===== src/rtl/mips_mem_pkg.sv =====
// Shared types and constants for the MIPS boot instruction memory.
// Holds the controller states, default reset vector and NOP word.
package mips_mem_pkg;

  typedef enum logic [1:0] {
    ST_LOAD  = 2'd0,
    ST_RUN   = 2'd1,
    ST_FAULT = 2'd2
  } state_e;

  localparam logic [31:0] BASE_DEF = 32'hBFC0_0000;
  localparam logic [31:0] NOP      = 32'h0000_0000;
  localparam logic [15:0] CNT_MAX  = 16'hFFFF;

  function automatic logic [15:0] sat_inc(
    input logic [15:0] v
  );
    return (v == CNT_MAX) ? v : v + 16'd1;
  endfunction

endpackage


===== src/rtl/mips_instr_memory_if.sv =====
// Loader handshake, CPU fetch port and status of the boot instruction memory.
// The master side loads/fetches; the slave side is the memory itself.
interface mips_instr_memory_if;

  logic        clk_enable;
  logic        load_valid;
  logic [31:0] load_data;
  logic        load_last;
  logic        load_ready;
  logic [31:0] instr_address;
  logic [31:0] instr_readdata;
  logic        loaded;
  logic        fault;
  logic [15:0] fetch_count;

  modport master (
    output clk_enable,
    output load_valid,
    output load_data,
    output load_last,
    input  load_ready,
    output instr_address,
    input  instr_readdata,
    input  loaded,
    input  fault,
    input  fetch_count
  );

  modport slave (
    input  clk_enable,
    input  load_valid,
    input  load_data,
    input  load_last,
    output load_ready,
    input  instr_address,
    output instr_readdata,
    output loaded,
    output fault,
    output fetch_count
  );

endinterface


===== src/rtl/mips_word_ram.sv =====
// Word storage: one synchronous write port, one combinational read port.
// Asynchronous clear returns every word to NOP.
module mips_word_ram
  import mips_mem_pkg::*;
#(
  parameter int DEPTH = 64,
  parameter int AW    = $clog2(DEPTH)
) (
  input  logic          clk,
  input  logic          rst_n,
  input  logic          we,
  input  logic [AW-1:0] waddr,
  input  logic [31:0]   wdata,
  input  logic [AW-1:0] raddr,
  output logic [31:0]   rdata
);

  logic [31:0] mem_q [DEPTH];

  always_ff @(posedge clk or negedge rst_n) begin
    if (!rst_n) begin
      for (int i = 0; i < DEPTH; i++) begin
        mem_q[i] <= NOP;
      end
    end else if (we) begin
      mem_q[waddr] <= wdata;
    end
  end

  assign rdata = mem_q[raddr];

endmodule


===== src/rtl/mips_instr_memory.sv =====
// Boot instruction memory: streams a program in, then serves CPU fetches.
// Illegal fetches latch a sticky fault until reset.
module mips_instr_memory
  import mips_mem_pkg::*;
#(
  parameter int          DEPTH = 64,
  parameter logic [31:0] BASE  = BASE_DEF
) (
  input  logic               clk,
  input  logic               reset,
  mips_instr_memory_if.slave bus
);

  localparam int          AW   = $clog2(DEPTH);
  localparam logic [31:0] SPAN = 32'(4 * DEPTH);
  localparam logic [AW:0] LAST = (AW+1)'(DEPTH - 1);
  localparam logic [AW:0] ONE  = (AW+1)'(1);

  state_e        state_q, state_d;
  logic [AW:0]   wr_ptr_q, wr_ptr_d;
  logic [15:0]   cnt_q, cnt_d;

  logic          accept;
  logic          last_word;
  logic [31:0]   off;
  logic          in_win;
  logic          halt;
  logic [AW-1:0] rd_idx;
  logic [31:0]   rd_data;

  // Offset is only trusted as an index once the window check passes.
  assign off    = bus.instr_address - BASE;
  assign in_win = (bus.instr_address >= BASE)
               && (off < SPAN)
               && (bus.instr_address[1:0] == 2'b00);
  assign halt   = (bus.instr_address == 32'h0);
  assign rd_idx = off[AW+1:2];

  assign accept    = (state_q == ST_LOAD)
                  && bus.load_valid
                  && bus.clk_enable;
  assign last_word = bus.load_last || (wr_ptr_q == LAST);

  always_comb begin
    state_d  = state_q;
    wr_ptr_d = wr_ptr_q;
    cnt_d    = cnt_q;
    if (bus.clk_enable) begin
      case (state_q)
        ST_LOAD: begin
          if (bus.load_valid) begin
            wr_ptr_d = wr_ptr_q + ONE;
            if (last_word) begin
              state_d = ST_RUN;
            end
          end
        end
        ST_RUN: begin
          if (in_win) begin
            cnt_d = sat_inc(cnt_q);
          end else if (!halt) begin
            state_d = ST_FAULT;
          end
        end
        ST_FAULT: begin
          state_d = ST_FAULT;
        end
        default: begin
          state_d = ST_LOAD;
        end
      endcase
    end
  end

  always_ff @(posedge clk or negedge reset) begin
    if (!reset) begin
      state_q  <= ST_LOAD;
      wr_ptr_q <= '0;
      cnt_q    <= '0;
    end else begin
      state_q  <= state_d;
      wr_ptr_q <= wr_ptr_d;
      cnt_q    <= cnt_d;
    end
  end

  mips_word_ram #(
    .DEPTH (DEPTH),
    .AW    (AW)
  ) u_ram (
    .clk   (clk),
    .rst_n (reset),
    .we    (accept),
    .waddr (wr_ptr_q[AW-1:0]),
    .wdata (bus.load_data),
    .raddr (rd_idx),
    .rdata (rd_data)
  );

  always_comb begin
    bus.instr_readdata = NOP;
    unique case (1'b1)
      (state_q == ST_RUN) && in_win: bus.instr_readdata = rd_data;
      default:                       bus.instr_readdata = NOP;
    endcase
  end

  assign bus.load_ready  = (state_q == ST_LOAD);
  assign bus.loaded      = (state_q != ST_LOAD);
  assign bus.fault       = (state_q == ST_FAULT);
  assign bus.fetch_count = cnt_q;

endmodule


===== src/flat_wrapper.sv =====
// flat-port wrapper written by rule: the top's interface ports become plain ports
module mips_instr_memory_flat import mips_mem_pkg::*;
#(
  parameter int          DEPTH = 64,
  parameter logic [31:0] BASE  = BASE_DEF
)
  (clk, reset, bus_clk_enable, bus_load_valid, bus_load_data, bus_load_last, bus_load_ready, bus_instr_address, bus_instr_readdata, bus_loaded, bus_fault, bus_fetch_count);
  mips_instr_memory_if bus_i ();
  input  logic clk;
  input  logic reset;
  input wire logic [$bits(bus_i.clk_enable)-1:0] bus_clk_enable;
  input wire logic [$bits(bus_i.load_valid)-1:0] bus_load_valid;
  input wire logic [$bits(bus_i.load_data)-1:0] bus_load_data;
  input wire logic [$bits(bus_i.load_last)-1:0] bus_load_last;
  output wire logic [$bits(bus_i.load_ready)-1:0] bus_load_ready;
  input wire logic [$bits(bus_i.instr_address)-1:0] bus_instr_address;
  output wire logic [$bits(bus_i.instr_readdata)-1:0] bus_instr_readdata;
  output wire logic [$bits(bus_i.loaded)-1:0] bus_loaded;
  output wire logic [$bits(bus_i.fault)-1:0] bus_fault;
  output wire logic [$bits(bus_i.fetch_count)-1:0] bus_fetch_count;
  assign bus_i.clk_enable = bus_clk_enable;
  assign bus_i.load_valid = bus_load_valid;
  assign bus_i.load_data = bus_load_data;
  assign bus_i.load_last = bus_load_last;
  assign bus_load_ready = bus_i.load_ready;
  assign bus_i.instr_address = bus_instr_address;
  assign bus_instr_readdata = bus_i.instr_readdata;
  assign bus_loaded = bus_i.loaded;
  assign bus_fault = bus_i.fault;
  assign bus_fetch_count = bus_i.fetch_count;
  mips_instr_memory #(.DEPTH(DEPTH), .BASE(BASE)) u_core (.clk(clk), .reset(reset), .bus(bus_i));
endmodule

===== config.mk =====
export PLATFORM = sky130hd
export DESIGN_NAME = mips_instr_memory_flat
export DESIGN_NICKNAME = d
export VERILOG_FILES = /design/src/rtl/mips_mem_pkg.sv /design/src/rtl/mips_instr_memory_if.sv /design/src/rtl/mips_word_ram.sv /design/src/rtl/mips_instr_memory.sv /design/src/flat_wrapper.sv
export SDC_FILE = /design/constraint.sdc
export NUM_CORES = 2
export LEC_CHECK = 0
export BUFFER_PORTS_ARGS = -buffer_cell sky130_fd_sc_hd__buf_2
export CELL_PAD_IN_SITES_DETAIL_PLACEMENT = 1
export CELL_PAD_IN_SITES_GLOBAL_PLACEMENT = 2
export CORE_ASPECT_RATIO = 1.4
export CORE_UTILIZATION = 40
export CTS_BUF_LIST = sky130_fd_sc_hd__clkbuf_4
export CTS_CLUSTER_DIAMETER = 100
export DETAILED_ROUTE_END_ITERATION = 8
export PLACE_DENSITY = 0.72
export SETUP_SLACK_MARGIN = 0.1
export SYNTH_ARGS = -nofsm -noshare
export SYNTH_HDL_FRONTEND = slang
export SYNTH_HIERARCHICAL = 1
export SYNTH_SLANG_ARGS = --single-unit
export TNS_END_PERCENT = 1

===== constraint.sdc =====
create_clock -name clk -period 7.9 [get_ports clk]
set_input_delay 2.37 -clock clk [delete_from_list [all_inputs] [get_ports clk]]
set_output_delay 2.37 -clock clk [all_outputs]
set_load 0.05 [all_outputs]

* Word-level counts from Yosys, hierarchy flattened *
Cells that the tools add are included.

word-level totals
  flip-flop bits (word level) = 2,073
  input port bits = 69
  output and inout port bits = 51
  word-level logic and storage cells = 112

cells by class
  $add $sub $neg = 3
  $lt $le $gt $ge = 5
  equality and inequality tests = 8
  muxes and demuxes = 12
  bitwise operators = 3
  reduce and logical (&&, ||, !) cells = 14

operator list
  kind                    number
  $bwmux 2048             1
  $bmux 32 s6             1
  $demux 32 s6            1
  $mux 32                 4
  $ge 32x32->1 const B    1
  $logic_not 32->1        1
  $lt 32x9->1 const B     1
  $sub 32x32->32 const B  1
  $add 16x1->16 const B   1
  $eq 16x16->1 const B    1
  $ge 7x7->1 const B      2
  $not 6->7               2
  $mux 2                  4
  $add 7x1->7 const B     1
  $eq 7x6->1 const B      1
  $lt 7x1->1 const B      1
  $logic_and 1x1->1       6
  $ne 2x2->1 const B      3
  $pmux 2 s3              1
  $reduce_and 5->1        1
  $logic_not 2->1         2
  $reduce_and 4->1        1
  $reduce_and 3->1        1
  $eq 2x1->1 const B      1
  other kinds (5)         5

* Depth between registers and ports, before layout *
  word-level depth = 6
  mapped depth = 12
  mapped depth without buffers = 8

* Hierarchy *
Netlist, hierarchy kept.

by module, submodules not included
  module             instances  cells each  area each (um^2)  sequential area each (um^2)
  mips_word_ram      1          5,788       92,511.2          51,249.2
  mips_instr_memory  1          159         1,575.3           625.6

* Worst setup path before layout *
OpenSTA, ideal clock, no wires.

  path kind = input -> output
  from = in bus_instr_address[3]
  to = out bus_instr_readdata[0]
  arrival time = 4,419 ps
  required time = 5,530 ps
  setup slack = 1,111 ps
  stages = 8
  path through = buf_2 > clkbuf_1 > clkbuf_1 > mux4_2 > mux4_2 > o22ai_1 > nor2_1 > and2_1

between the ends
  word-level cells in the longest chain between the ends = 6
  elaborated cells between the ends (all ways) = 11

RTL lines
  what                                         line                      source
  start: declaration                           flat_wrapper.sv:16        input wire logic [$bits(bus_i.instr_address)-1:0] bus_instr_address;
  $sub 32x32->32                               mips_instr_memory.sv:32   assign off = bus.instr_address - BASE;
  $not 6->7 (not written as such)              mips_word_ram.sv:30       assign rdata = mem_q[raddr];
  $bmux 32 s6                                  mips_word_ram.sv:30
  $mux 32 (not written as such) (2 in series)  mips_word_ram.sv:30
  net u_core.rd_data[0]                        mips_instr_memory.sv:29   logic [31:0] rd_data;
  $mux 32                                      mips_instr_memory.sv:102  unique case (1'b1)
  end: declaration                             flat_wrapper.sv:17        output wire logic [$bits(bus_i.instr_readdata)-1:0] bus_instr_readdata;

The timed path passes the listed nets, and every way through them passes these cells. The select of a mux whose other input is x is not followed.

* Worst setup path in the final report *
  from = in bus_instr_address[2]
  to = out bus_instr_readdata[4]

The elaborated chain is that of the path after synthesis.

==> metrics.yaml <==
synthesis:
  synthesis.instances: 5947
  synth-main-ff-cell: "dfrtp_1"
  synthTopCellsByCount: "dfrtp_1 (2073), mux2_1 (1380), mux2_2 (678)"
  ys_seq_area_share_pct: 55.14
  synth_top_area_share_pct: 55.14
  synth_nets: 6021
  syn_area_sq_mm: 0.09409
  syn_avg_cell_area_sq_um: 15.82
  yosys.area.top_type: "dfrtp_1"
  synth_most_common_cell: "dfrtp_1"
  ys_ff_latch: 2073
  yosysWarningCount: 6
  synth_area_leaders: "dfrtp_1 (55%), mux2_1 (17%), mux4_2 (13%), mux2_2 (8.1%), clkbuf_1 (1.1%)"
  async_reset_ff_share_pct: 100.0
  yosysUniqueCellTypes: 55
  synth_edf_count: 0
place:
  placed_area_sq_mm: 0.09968
  dp_worst_setup_slack_ns: -0.08722
  port_buffers: 119
  gp_congestion: 0.7815
  dp_hpwl_microns: 178200
worst_setup_path:
  r2r_slack_ns: 3.79
  worstPathRequired_ns: 5.53
  arrival_ns: 5.38
  cpPeakStageDelay_ns: 0.53
  critPathCaptureType: "output pin"
  cp-start-kind: "input port"
  worstPathCellList: "buf_12, buf_12, buf_4, mux4_2, mux2i_1, a221oi_1, a21oi_1, buf_4, nor2_1, and2_1, buf_2"
  reg2reg_to: "u_core/u_ram/mem_q[905]"
  ff2ff_path_depth: 8
  rr_startpoint: "u_core/state_q[0]"
  crit_slowest_cell: "a21oi_1"
  critPathTopFamily: "buffers and inverters"
  critPathMaxFanout: 29
  crit_type: "in -> out"
  crit_buf_inv: 5
sta:
  fin_tns_setup_ns: 0
  period_share_pct: 98.14
  fmax_mhz: 129.0
  setup_violations: 0
  min_period_ns: 7.753
  finalClockSkew_ns: 0.1215
  tightestPinTransition_ns: 1.285
  timing.max_slew.rel_slack_pct: 14.30
  slew_viol_final: 0
  setup_slack_ns: 0.1471
  rsz0062_at_grt: "false"
  hold_viol: 0
floorplan:
  die_w_microns: 411.9
  dieArea_sq_mm: 0.2372
  num_io_pins: 120
  core_sq_mm: 0.2338
  die_h_microns: 575.9
  start_util_pct: 40.23
  rows: 210
cts:
  hold_buffers: 0
  cts_made_buffers: 540
  clkLatencyLatePin_ns: 1.32
  htree_levels: 6
  clkTransAtPathRegs_ns: 0.07
  cts.sinks: 2073
  ctsRootBufferMaster: "clkbuf_4"
  cts_max_path_buffers: 4
  cts_tree: "done"
  cts_setup_buffers: 0
hold_path:
  holdPathStages: 1
  hold_path.class: "reg -> reg"
  min_to: "u_core/wr_ptr_q[6]"
  min_from: "u_core/wr_ptr_q[6]"
global_routing:
  gr-total-overflow: 0
  grt_max_degree: 187
  grt_pass1_wl_microns: 444800
  grt_antenna_before_repair: 21
  grt_pass1_vias: 63880
  grt_usage_pct: 25.53
route:
  wl_microns: 296500
  vias: 56210
  first_pass_iters: 5
  drtAntennaViolNets: 0
  wl_per_cell_microns: 30.33
  drtIter0Drc: 3122
  routed_via_density: 5.749
  drc_errors: 0
power_and_ir_drop:
  powerDensity_mw_per_mm2: 218.5
  max-vdd-ir-drop_uv: 109.2
  p_total_mw: 23.22
  power_leakage_nw: 53.00
outcome:
  status: "completed"
run:
  max_cap_violations: 0
cells_and_area:
  syn2layout_area_growth_pct: 12.91
  drive_gt1_share_pct: 38.38
  fin_nets: 6435
  finalInstanceArea_sq_mm: 0.1062
worst reg2reg max path, stage by stage, from the launching register on:
cell	delay (ns)
dfrtp_1	0.38
inv_1	0.11
ha_1	0.21
nand3_1	0.20
inv_1	0.29
nand3_1	0.76
nor2_4	1.25
buf_4	0.44
mux2_1	0.36
registers in the layout, summed over array words and instances (netlist names):
register	cells
u_core/u_ram/mem_q	2048
u_core/wr_ptr_q	7
u_core/bus.fetch_count	16
u_core/state_q	2
worst max-delay path by stage:
stage	from	end	slack [ns]	cells past startpoint
2_1_floorplan	bus_instr_address[3]	bus_instr_readdata[0]	1.11	8
3_5_place_dp	bus_instr_address[2]	bus_instr_readdata[3]	-0.09	12
4_1_cts	bus_instr_address[3]	bus_instr_readdata[6]	0.18	10
6_report	bus_instr_address[2]	bus_instr_readdata[4]	0.15	11
3_3_place_gp	bus_instr_address[3]	bus_instr_readdata[25]	-0.09	11
5_1_grt	bus_instr_address[2]	bus_instr_readdata[4]	0.12	12
metrics by stage:
step	hold slack (ns)	utilization, %	cells
2_1_floorplan	0.4431	-	5947
3_3_place_gp	0.4591	42.63	8893
3_5_place_dp	0.4648	42.63	8893
4_1_cts	0.4773	45.41	9765
5_1_grt	0.4918	45.42	9770
6_report	0.4724	45.43	9776
kinds of logic after synthesis:
logic type	Yosys count	share of synthesized area [%]
multiplexers	2682	38.43
flip-flops	2073	55.14
buffers and inverters	607	2.886
AND/OR/NAND/NOR	350	1.864
AO/OA/AOI/OAI	209	1.423
XOR/XNOR	21	0.1955
adder cells (fa/ha/maj)	5	0.06649
report_power, final:
part,total [mW],switching [mW],internal (mW)
logic,2.32,1.29,1.02
registers,11.6,0.350,11.3
clock network,9.27,4.46,4.81
total,23.2,6.10,17.1
layer usage:
| layer | track usage [%] | wire (microns) | vias to the layer above |
|---|---|---|---|
| met4 | 9.377 | 10200 | 10 |
| met2 | 44.30 | 153400 | 1371 |
| met1 | 32.34 | 121700 | 31130 |
| met5 | 0 | 62 | - |
| li1 | - | - | 23130 |
| met3 | 3.579 | 11100 | 565 |
layout make-up:
cell class,instances,area (sq um)
flip-flops and latches,2073,51870
repair buffers,470,4029
inverters,9,38.79
clock buffers,759,5698
fillers,22960,127600
diodes,11,27.53
multi-input cells,3267,39920
well taps,3074,3846
clock inverters,113,797.0
what timing repair did:
| action | 4_1_cts | 5_1_grt |
|---|---|---|
| resized for setup | 4 | 1 |
| endpoints found under the hold margin | 0 | 0 |
| endpoints found under the setup margin | 5 | 1 |
layout by cell type (no fill, tap or decap), types with 22 or more instances in the layout:
cell | Yosys | final
o221ai_1 | 22 | 22
mux4_2 | 538 | 538
dfrtp_1 | 2073 | 2073
buf_4 | 29 | 302
o22ai_1 | 101 | 100
mux2_2 | 678 | 678
clkbuf_4 | 0 | 759
nand2_1 | 65 | 49
buf_2 | 187 | 106
clkinv_1 | 0 | 73
nor2_4 | 0 | 48
a21oi_1 | 48 | 47
mux2_1 | 1380 | 1380
nor2_1 | 116 | 67
mux2i_1 | 85 | 85
and2_1 | 43 | 43
buf_12 | 0 | 60
No activity file was read; power rests on OpenSTA's default activity.
